--- config.mk ---
export PLATFORM = sky130hd
export DESIGN_NAME = traffic_demand_arbiter
export DESIGN_NICKNAME = d
export VERILOG_FILES = /design/src/rtl/traffic_pkg.sv /design/src/rtl/sec_tick_gen.sv /design/src/rtl/traffic_demand_arbiter.sv
export SDC_FILE = /design/constraint.sdc
export NUM_CORES = 1
export LEC_CHECK = 0
export BUFFER_PORTS_ARGS = -buffer_cell sky130_fd_sc_hd__buf_2
export CAP_MARGIN = 30
export CORE_AREA = 4 4 96 98
export DETAILED_ROUTE_END_ITERATION = 10
export DIE_AREA = 0 0 100 102
export HOLD_SLACK_MARGIN = 0.06
export PLACE_DENSITY = 0.71
export SETUP_SLACK_MARGIN = 0.5
export SYNTH_ARGS = -nofsm -noshare
export SYNTH_HDL_FRONTEND = slang
export SYNTH_HIERARCHICAL = 1
export SYNTH_SLANG_ARGS = --single-unit
--- constraint.sdc ---
create_clock -name clk -period 3 [get_ports clk]
set_clock_uncertainty 0.2 [all_clocks]
set_input_delay 0.45 -clock clk [delete_from_list [all_inputs] [get_ports clk]]
set_output_delay 0.45 -clock clk [all_outputs]
set_load 0.01 [all_outputs]
--- src/rtl/traffic_pkg.sv ---
// Shared light encodings, per-axis demand FSM states and wait-counter width
// for the intersection demand arbiter.
package traffic_pkg;

    localparam logic [2:0] LIGHT_R = 3'b100;
    localparam logic [2:0] LIGHT_Y = 3'b010;
    localparam logic [2:0] LIGHT_G = 3'b001;

    localparam int unsigned WAIT_W = 8;

    typedef enum logic [1:0] {
        ST_IDLE  = 2'd0,
        ST_CALL  = 2'd1,
        ST_SERVE = 2'd2
    } axis_state_e;

endpackage

--- src/rtl/sec_tick_gen.sv ---
// One-cycle enable once every CLK_FREQ cycles; first pulse sampled at edge
// CLK_FREQ after reset.
module sec_tick_gen #(
    parameter int unsigned CLK_FREQ = 100_000_000
) (
    input  logic clk,
    input  logic rst,
    output logic tick
);

    localparam int unsigned CNT_W = (CLK_FREQ > 1) ? $clog2(CLK_FREQ) : 1;

    logic [CNT_W-1:0] cnt_q;
    logic [CNT_W-1:0] cnt_d;

    assign tick = (cnt_q == CNT_W'(CLK_FREQ - 1));

    always_comb begin
        cnt_d = cnt_q + CNT_W'(1);
        if (tick) begin
            cnt_d = '0;
        end
    end

    always_ff @(posedge clk) begin
        if (rst) begin
            cnt_q <= '0;
        end else begin
            cnt_q <= cnt_d;
        end
    end

endmodule

--- src/rtl/traffic_demand_arbiter.sv ---
// Debounces detectors, latches ped buttons into one call per axis (0 = NS,
// 1 = EW), clears calls on observed green and tracks per-axis wait seconds.
module traffic_demand_arbiter
    import traffic_pkg::*;
#(
    parameter int unsigned       N_DET    = 4,
    parameter int unsigned       DEB_CYC  = 16,
    parameter int unsigned       CLK_FREQ = 100_000_000,
    parameter logic [WAIT_W-1:0] MAX_WAIT = 8'd120
) (
    input  logic              clk,
    input  logic              rst,
    input  logic [N_DET-1:0]  det_ns,
    input  logic [N_DET-1:0]  det_ew,
    input  logic              ped_ns,
    input  logic              ped_ew,
    input  logic [2:0]        NS_str,
    input  logic [2:0]        EW_str,
    output logic              ns,
    output logic              ew,
    output logic [WAIT_W-1:0] ns_wait,
    output logic [WAIT_W-1:0] ew_wait,
    output logic              starve
);

    localparam int unsigned DEB_W = $clog2(DEB_CYC + 1);

    logic                   tick;
    logic [1:0][N_DET-1:0]  det_c;
    logic [1:0][N_DET-1:0]  det_ev_c;
    logic [1:0]             ped_c;
    logic [1:0]             ev_c;
    logic [1:0]             green_c;

    axis_state_e            state_q [2];
    axis_state_e            state_d [2];
    logic [WAIT_W-1:0]      wait_q  [2];
    logic [WAIT_W-1:0]      wait_d  [2];
    logic [1:0]             call_q;
    logic [1:0]             call_d;
    logic                   starve_q;
    logic                   starve_d;

    sec_tick_gen #(
        .CLK_FREQ (CLK_FREQ)
    ) u_sec_tick (
        .clk  (clk),
        .rst  (rst),
        .tick (tick)
    );

    assign det_c   = {det_ew, det_ns};
    assign ped_c   = {ped_ew, ped_ns};
    assign green_c = {(EW_str == LIGHT_G), (NS_str == LIGHT_G)};

    // Per-bit debounce: one event per high run, on the DEB_CYC-th high sample.
    for (genvar a = 0; a < 2; a++) begin : g_axis
        for (genvar d = 0; d < int'(N_DET); d++) begin : g_det
            logic [DEB_W-1:0] cnt_q;
            logic [DEB_W-1:0] cnt_d;

            always_comb begin
                cnt_d = '0;
                if (det_c[a][d]) begin
                    cnt_d = (cnt_q == DEB_W'(DEB_CYC)) ? cnt_q : cnt_q + DEB_W'(1);
                end
            end

            always_ff @(posedge clk) begin
                if (rst) begin
                    cnt_q <= '0;
                end else begin
                    cnt_q <= cnt_d;
                end
            end

            assign det_ev_c[a][d] = det_c[a][d] && (cnt_q == DEB_W'(DEB_CYC - 1));
        end

        assign ev_c[a] = (|det_ev_c[a]) | ped_c[a];
    end

    // Axis FSMs; green always wins over a simultaneous event.
    always_comb begin
        starve_d = 1'b0;
        for (int a = 0; a < 2; a++) begin
            state_d[a] = state_q[a];
            wait_d[a]  = '0;
            call_d[a]  = 1'b0;

            case (state_q[a])
                ST_IDLE: begin
                    if (green_c[a]) begin
                        state_d[a] = ST_SERVE;
                    end else if (ev_c[a]) begin
                        state_d[a] = ST_CALL;
                    end
                end
                ST_CALL: begin
                    if (green_c[a]) begin
                        state_d[a] = ST_SERVE;
                    end
                end
                ST_SERVE: begin
                    if (!green_c[a]) begin
                        state_d[a] = ev_c[a] ? ST_CALL : ST_IDLE;
                    end
                end
                default: begin
                    state_d[a] = ST_IDLE;
                end
            endcase

            // Wait restarts from zero on every entry into CALL.
            if ((state_d[a] == ST_CALL) && (state_q[a] == ST_CALL)) begin
                wait_d[a] = wait_q[a];
                if (tick && (wait_q[a] != {WAIT_W{1'b1}})) begin
                    wait_d[a] = wait_q[a] + WAIT_W'(1);
                end
            end

            call_d[a] = (state_d[a] == ST_CALL);
            if (wait_q[a] >= MAX_WAIT) begin
                starve_d = 1'b1;
            end
        end
    end

    always_ff @(posedge clk) begin
        if (rst) begin
            for (int a = 0; a < 2; a++) begin
                state_q[a] <= ST_IDLE;
                wait_q[a]  <= '0;
            end
            call_q   <= '0;
            starve_q <= 1'b0;
        end else begin
            for (int a = 0; a < 2; a++) begin
                state_q[a] <= state_d[a];
                wait_q[a]  <= wait_d[a];
            end
            call_q   <= call_d;
            starve_q <= starve_d;
        end
    end

    assign ns      = call_q[0];
    assign ew      = call_q[1];
    assign ns_wait = wait_q[0];
    assign ew_wait = wait_q[1];
    assign starve  = starve_q;

endmodule

==> impl_metrics.sql <==
INSERT INTO impl_metrics (metric_group, metric, value, unit) VALUES
('pwr', 'leakage', '1.81', 'nW'),
('flow_run', 'number_of_max_cap_violations', '0', ''),
('setup_path', 'cp_data_required_time', '3.07', 'ns'),
('die', 'area_inside_the_core_boundary', '0.00847', 'mm^2'),
('synthesis', 'ys_async_sr_fraction', '0', '%'),
('route', 'drt.antenna.violating_nets', '0', ''),
('setup_path', 'timing.rr.start', 'u_sec_tick/cnt_q[0]', ''),
('timing', 'timing.hold.ws', '0.185', 'ns'),
('cts', 'clkLatencyLatePin', '0.34', 'ns'),
('pwr', 'totalPowerFinal', '2.09', 'mW'),
('global_routing', 'track_usage', '16.6', '%'),
('route', 'drt_first_pass_iters', '4', ''),
('synthesis', 'synth.distinct_cells', '51', ''),
('setup_path', 'setup.worst_path.start_class', 'flip-flop', ''),
('die', 'floorplan.die.width', '100', 'um'),
('cts', 'cts-root-to-sink-buffers', '2', ''),
('timing', 'transition_time_of_the_tightest_slew_check_pin', '0.500', 'ns'),
('synthesis', 'area_of_the_mapped_netlist', '0.00455', 'mm^2'),
('setup_path', 'path_class', 'reg2reg', ''),
('worst_hold_path', 'worstHoldPathType', 'in2reg', ''),
('cts', 'cts_inserted_buffers', '9', ''),
('global_routing', 'number_of_antenna_violations_at_the_first_check_in_global_routing', '0', ''),
('timing', 'finalSetupViolCount', '0', ''),
('synthesis', 'synthFlopType', 'sky130_fd_sc_hd__dfxtp_1', ''),
('synthesis', 'seq_area_frac_synth', '39.6', '%'),
('timing', 'period_share', '78.7', '%'),
('cts', 'clk_root_buffer_cell', 'sky130_fd_sc_hd__clkbuf_8', ''),
('cts', 'clock_transition_at_path_regs', '0.09', 'ns'),
('synthesis', 'synth_top_cell_by_area', 'sky130_fd_sc_hd__dfxtp_1', ''),
('placement', 'global_placer_s_final_weighted_congestion', '0.812', ''),
('placement', 'port-buffer-count', '36', ''),
('synthesis', 'synth-warning-count', '6', ''),
('global_routing', 'grt_max_degree', '26', ''),
('synthesis', 'synth.avg_cell_area', '9.26', 'um^2'),
('die', 'floorplan.io_pins', '37', ''),
('timing', 'fmax', '0.424', 'GHz'),
('global_routing', 'first_pass_grt_wire_length', '14.2', 'mm'),
('global_routing', 'first_global_vias', '3319', ''),
('route', 'dr.first_iter.drc_count', '137', ''),
('route', 'postRouteWirelength', '8.21', 'mm'),
('timing', 'period_needed', '2.36', 'ns'),
('synthesis', 'synth_top_cells_by_area', 'sky130_fd_sc_hd__dfxtp_1, sky130_fd_sc_hd__ha_1, sky130_fd_sc_hd__a21oi_1', ''),
('placement', 'placed_instances', '623', ''),
('pwr', 'vdd.ir_drop.worst', '0.000230', 'V'),
('route', 'avgRoutedWirePerCell', '12.8', 'um'),
('setup_path', 'cp_max_fanout', '12', ''),
('synthesis', 'synth_enable_flop_cells', '0', ''),
('cells_and_area', 'finish.instance_area', '0.00496', 'mm^2'),
('placement', 'dp_slack', '0.541', 'ns'),
('setup_path', 'worst-endpoint-arrival', '2.43', 'ns'),
('worst_hold_path', 'worst_hold_start', 'ped_ns', ''),
('cells_and_area', 'num_antenna_cells', '0', ''),
('global_routing', 'grt_total_ovfl', '0', ''),
('synthesis', 'synth_top_cell_area_share', '39.6', '%'),
('cells_and_area', 'layout-drive-gt1-share', '15.1', '%'),
('timing', 'finalHoldViolations', '0', ''),
('synthesis', 'mappedNetlistNets', '538', ''),
('synthesis', 'postSynthCellCount', '491', ''),
('setup_path', 'worstSetupStartpoint', 'u_sec_tick/cnt_q[0]', ''),
('cts', 'cts.sinks', '90', ''),
('cells_and_area', 'utilization', '58.6', '%'),
('status', 'outcome', 'finished, final reports clean', ''),
('timing', 'rsz0062_at_grt', 'yes', ''),
('timing', 'max-slew-margin-rel', '66.7', '%'),
('synthesis', 'ys_seq_elements', '90', ''),
('die', 'chipHeight', '102', 'um'),
('setup_path', 'cp-end-kind', 'flip-flop', ''),
('die', 'fp-row-count', '34', ''),
('route', 'post-route-drc-count', '0', ''),
('route', 'detail_route.vias_per_cell', '5.55', ''),
('cts', 'h_tree_lvl_count', '3', ''),
('timing', 'drv_slew', '0', ''),
('cells_and_area', 'instances_no_fill', '639', ''),
('cells_and_area', 'layout.nets', '573', ''),
('cells_and_area', 'flow.area_growth_from_synthesis', '9.11', '%'),
('pwr', 'power_per_cell_area', '421', 'mW/mm^2'),
('die', 'initial_utilization', '53.7', '%'),
('placement', 'placed_area', '0.00477', 'mm^2'),
('placement', 'detailed_place_hpwl', '5.86', 'mm'),
('timing', 'layout_setup_ws', '0.639', 'ns'),
('timing', 'timing.setup.tns', '0', 'ns'),
('route', 'vias_after_detailed_routing', '3546', ''),
('cts', 'tritoncts', 'done', ''),
('die', 'dieArea', '0.0102', 'mm^2');
## cell usage in the layout, fill, tap and decap left out, types with 3 or more instances in the layout
master	instances
sky130_fd_sc_hd__and3_1	15
sky130_fd_sc_hd__xnor2_1	17
sky130_fd_sc_hd__nand2b_1	11
sky130_fd_sc_hd__and4bb_1	5
sky130_fd_sc_hd__nor4_1	3
sky130_fd_sc_hd__nor2b_1	4
sky130_fd_sc_hd__a211oi_2	3
sky130_fd_sc_hd__xor2_1	16
sky130_fd_sc_hd__mux2i_1	15
sky130_fd_sc_hd__o21ai_0	5
sky130_fd_sc_hd__and4_1	7
sky130_fd_sc_hd__nor4bb_1	4
sky130_fd_sc_hd__dfxtp_1	88
sky130_fd_sc_hd__nor3_1	10
sky130_fd_sc_hd__or3_1	3
sky130_fd_sc_hd__nand4_1	12
sky130_fd_sc_hd__clkbuf_8	10
sky130_fd_sc_hd__a21oi_1	35
sky130_fd_sc_hd__nand3_1	32
sky130_fd_sc_hd__o31ai_1	6
sky130_fd_sc_hd__nand2_1	23
sky130_fd_sc_hd__nand3b_1	6
sky130_fd_sc_hd__nand4bb_1	4
sky130_fd_sc_hd__nor2_1	46
sky130_fd_sc_hd__a21oi_2	3
sky130_fd_sc_hd__inv_1	35
sky130_fd_sc_hd__buf_2	36
sky130_fd_sc_hd__ha_1	28
sky130_fd_sc_hd__or4_1	5
## worst paths after layout
path / slack [ns] / cells past startpoint / endpoint
worst max-delay path: 0.64 / 8 / wait_q[0][15]
worst min-delay path: 0.19 / 3 / state_q[0][0]
worst max register to register: 0.64 / 8 / wait_q[0][15]
worst min register to register: 0.27 / 1 / u_sec_tick/cnt_q[0]
## cell usage after synthesis (3+ instances only)
master	n
sky130_fd_sc_hd__xor2_1	16
sky130_fd_sc_hd__buf_6	5
sky130_fd_sc_hd__buf_4	4
sky130_fd_sc_hd__and3_1	15
sky130_fd_sc_hd__inv_1	35
sky130_fd_sc_hd__nor2b_1	4
sky130_fd_sc_hd__nand3b_1	6
sky130_fd_sc_hd__and4bb_1	5
sky130_fd_sc_hd__ha_1	29
sky130_fd_sc_hd__xnor2_1	17
sky130_fd_sc_hd__buf_2	4
sky130_fd_sc_hd__a21oi_2	3
sky130_fd_sc_hd__nand4bb_1	4
sky130_fd_sc_hd__dfxtp_1	90
sky130_fd_sc_hd__or4_1	5
sky130_fd_sc_hd__a211oi_2	3
sky130_fd_sc_hd__o21ai_0	5
sky130_fd_sc_hd__or3_1	3
sky130_fd_sc_hd__nand2b_1	11
sky130_fd_sc_hd__a21oi_1	35
sky130_fd_sc_hd__nor4bb_1	4
sky130_fd_sc_hd__mux2i_1	15
sky130_fd_sc_hd__nand3_1	32
sky130_fd_sc_hd__nor3_1	10
sky130_fd_sc_hd__nand4_1	12
sky130_fd_sc_hd__nor2_1	46
sky130_fd_sc_hd__o31ai_1	6
sky130_fd_sc_hd__nand2_1	23
sky130_fd_sc_hd__and4_1	7
sky130_fd_sc_hd__nor4_1	3
## logic make-up (layout without fill, tap and decap cells)
family / Yosys count / count (layout) / synth area share (%)
mux: 15 / 15 / 3.30
compound gates: 70 / 70 / 10.6
xor+xnor: 33 / 33 / 6.36
fa+ha+maj: 29 / 29 / 7.98
buf+inv: 49 / 89 / 5.31
flops: 90 / 90 / 39.6
simple gates: 205 / 205 / 26.8
## power breakdown
part	switching (mW)	internal [mW]	total (mW)
sequential	0.0174	1.21	1.23
combinational	0.0579	0.0457	0.104
clock	0.426	0.327	0.754
## flip-flops by register name (all words and copies together) (netlist names)
register	flops
state_q	4
call_q	2
starve	1
u_sec_tick/cnt_q	27
g_axis.g_det.cnt_q	40
wait_q	16
## area by class of cell
| type | instances | area (um^2) |
|---|---|---|
| well taps | 108 | 135 |
| clock buffers | 11 | 141 |
| fillers | 771 | 3500 |
| flip-flops and latches | 90 | 1800 |
| repair buffers | 38 | 199 |
| inverters | 35 | 131 |
| multi-input cells | 352 | 2510 |
| clock inverters | 5 | 37.5 |
## layer usage
layer	global-route usage [%]	share of wire, %	vias up	wire length, um
met5	0	0	-	0
li1	-	-	1820	-
met4	7.25	0.94	0	77
met2	27.7	48	47	3970
met1	21.3	47	1671	3890
met3	2.87	3.3	8	270
## worst max-delay path, stage by stage (launching register included)
cell	delay, ns
sky130_fd_sc_hd__dfxtp_2	0.38
sky130_fd_sc_hd__ha_2	0.22
sky130_fd_sc_hd__nand4_1	0.15
sky130_fd_sc_hd__or4_4	0.47
sky130_fd_sc_hd__nor2_1	0.14
sky130_fd_sc_hd__buf_6	0.16
sky130_fd_sc_hd__and4_1	0.25
sky130_fd_sc_hd__a21oi_2	0.07
sky130_fd_sc_hd__a311oi_2	0.24
## repair_timing
item / CTS / global route
resized for setup: 0 / 5
setup buffers: 0 / 0
setup endpoints to repair: 0 / 9
hold buffers: 0 / 0
Power figures use the tool's default switching activity.
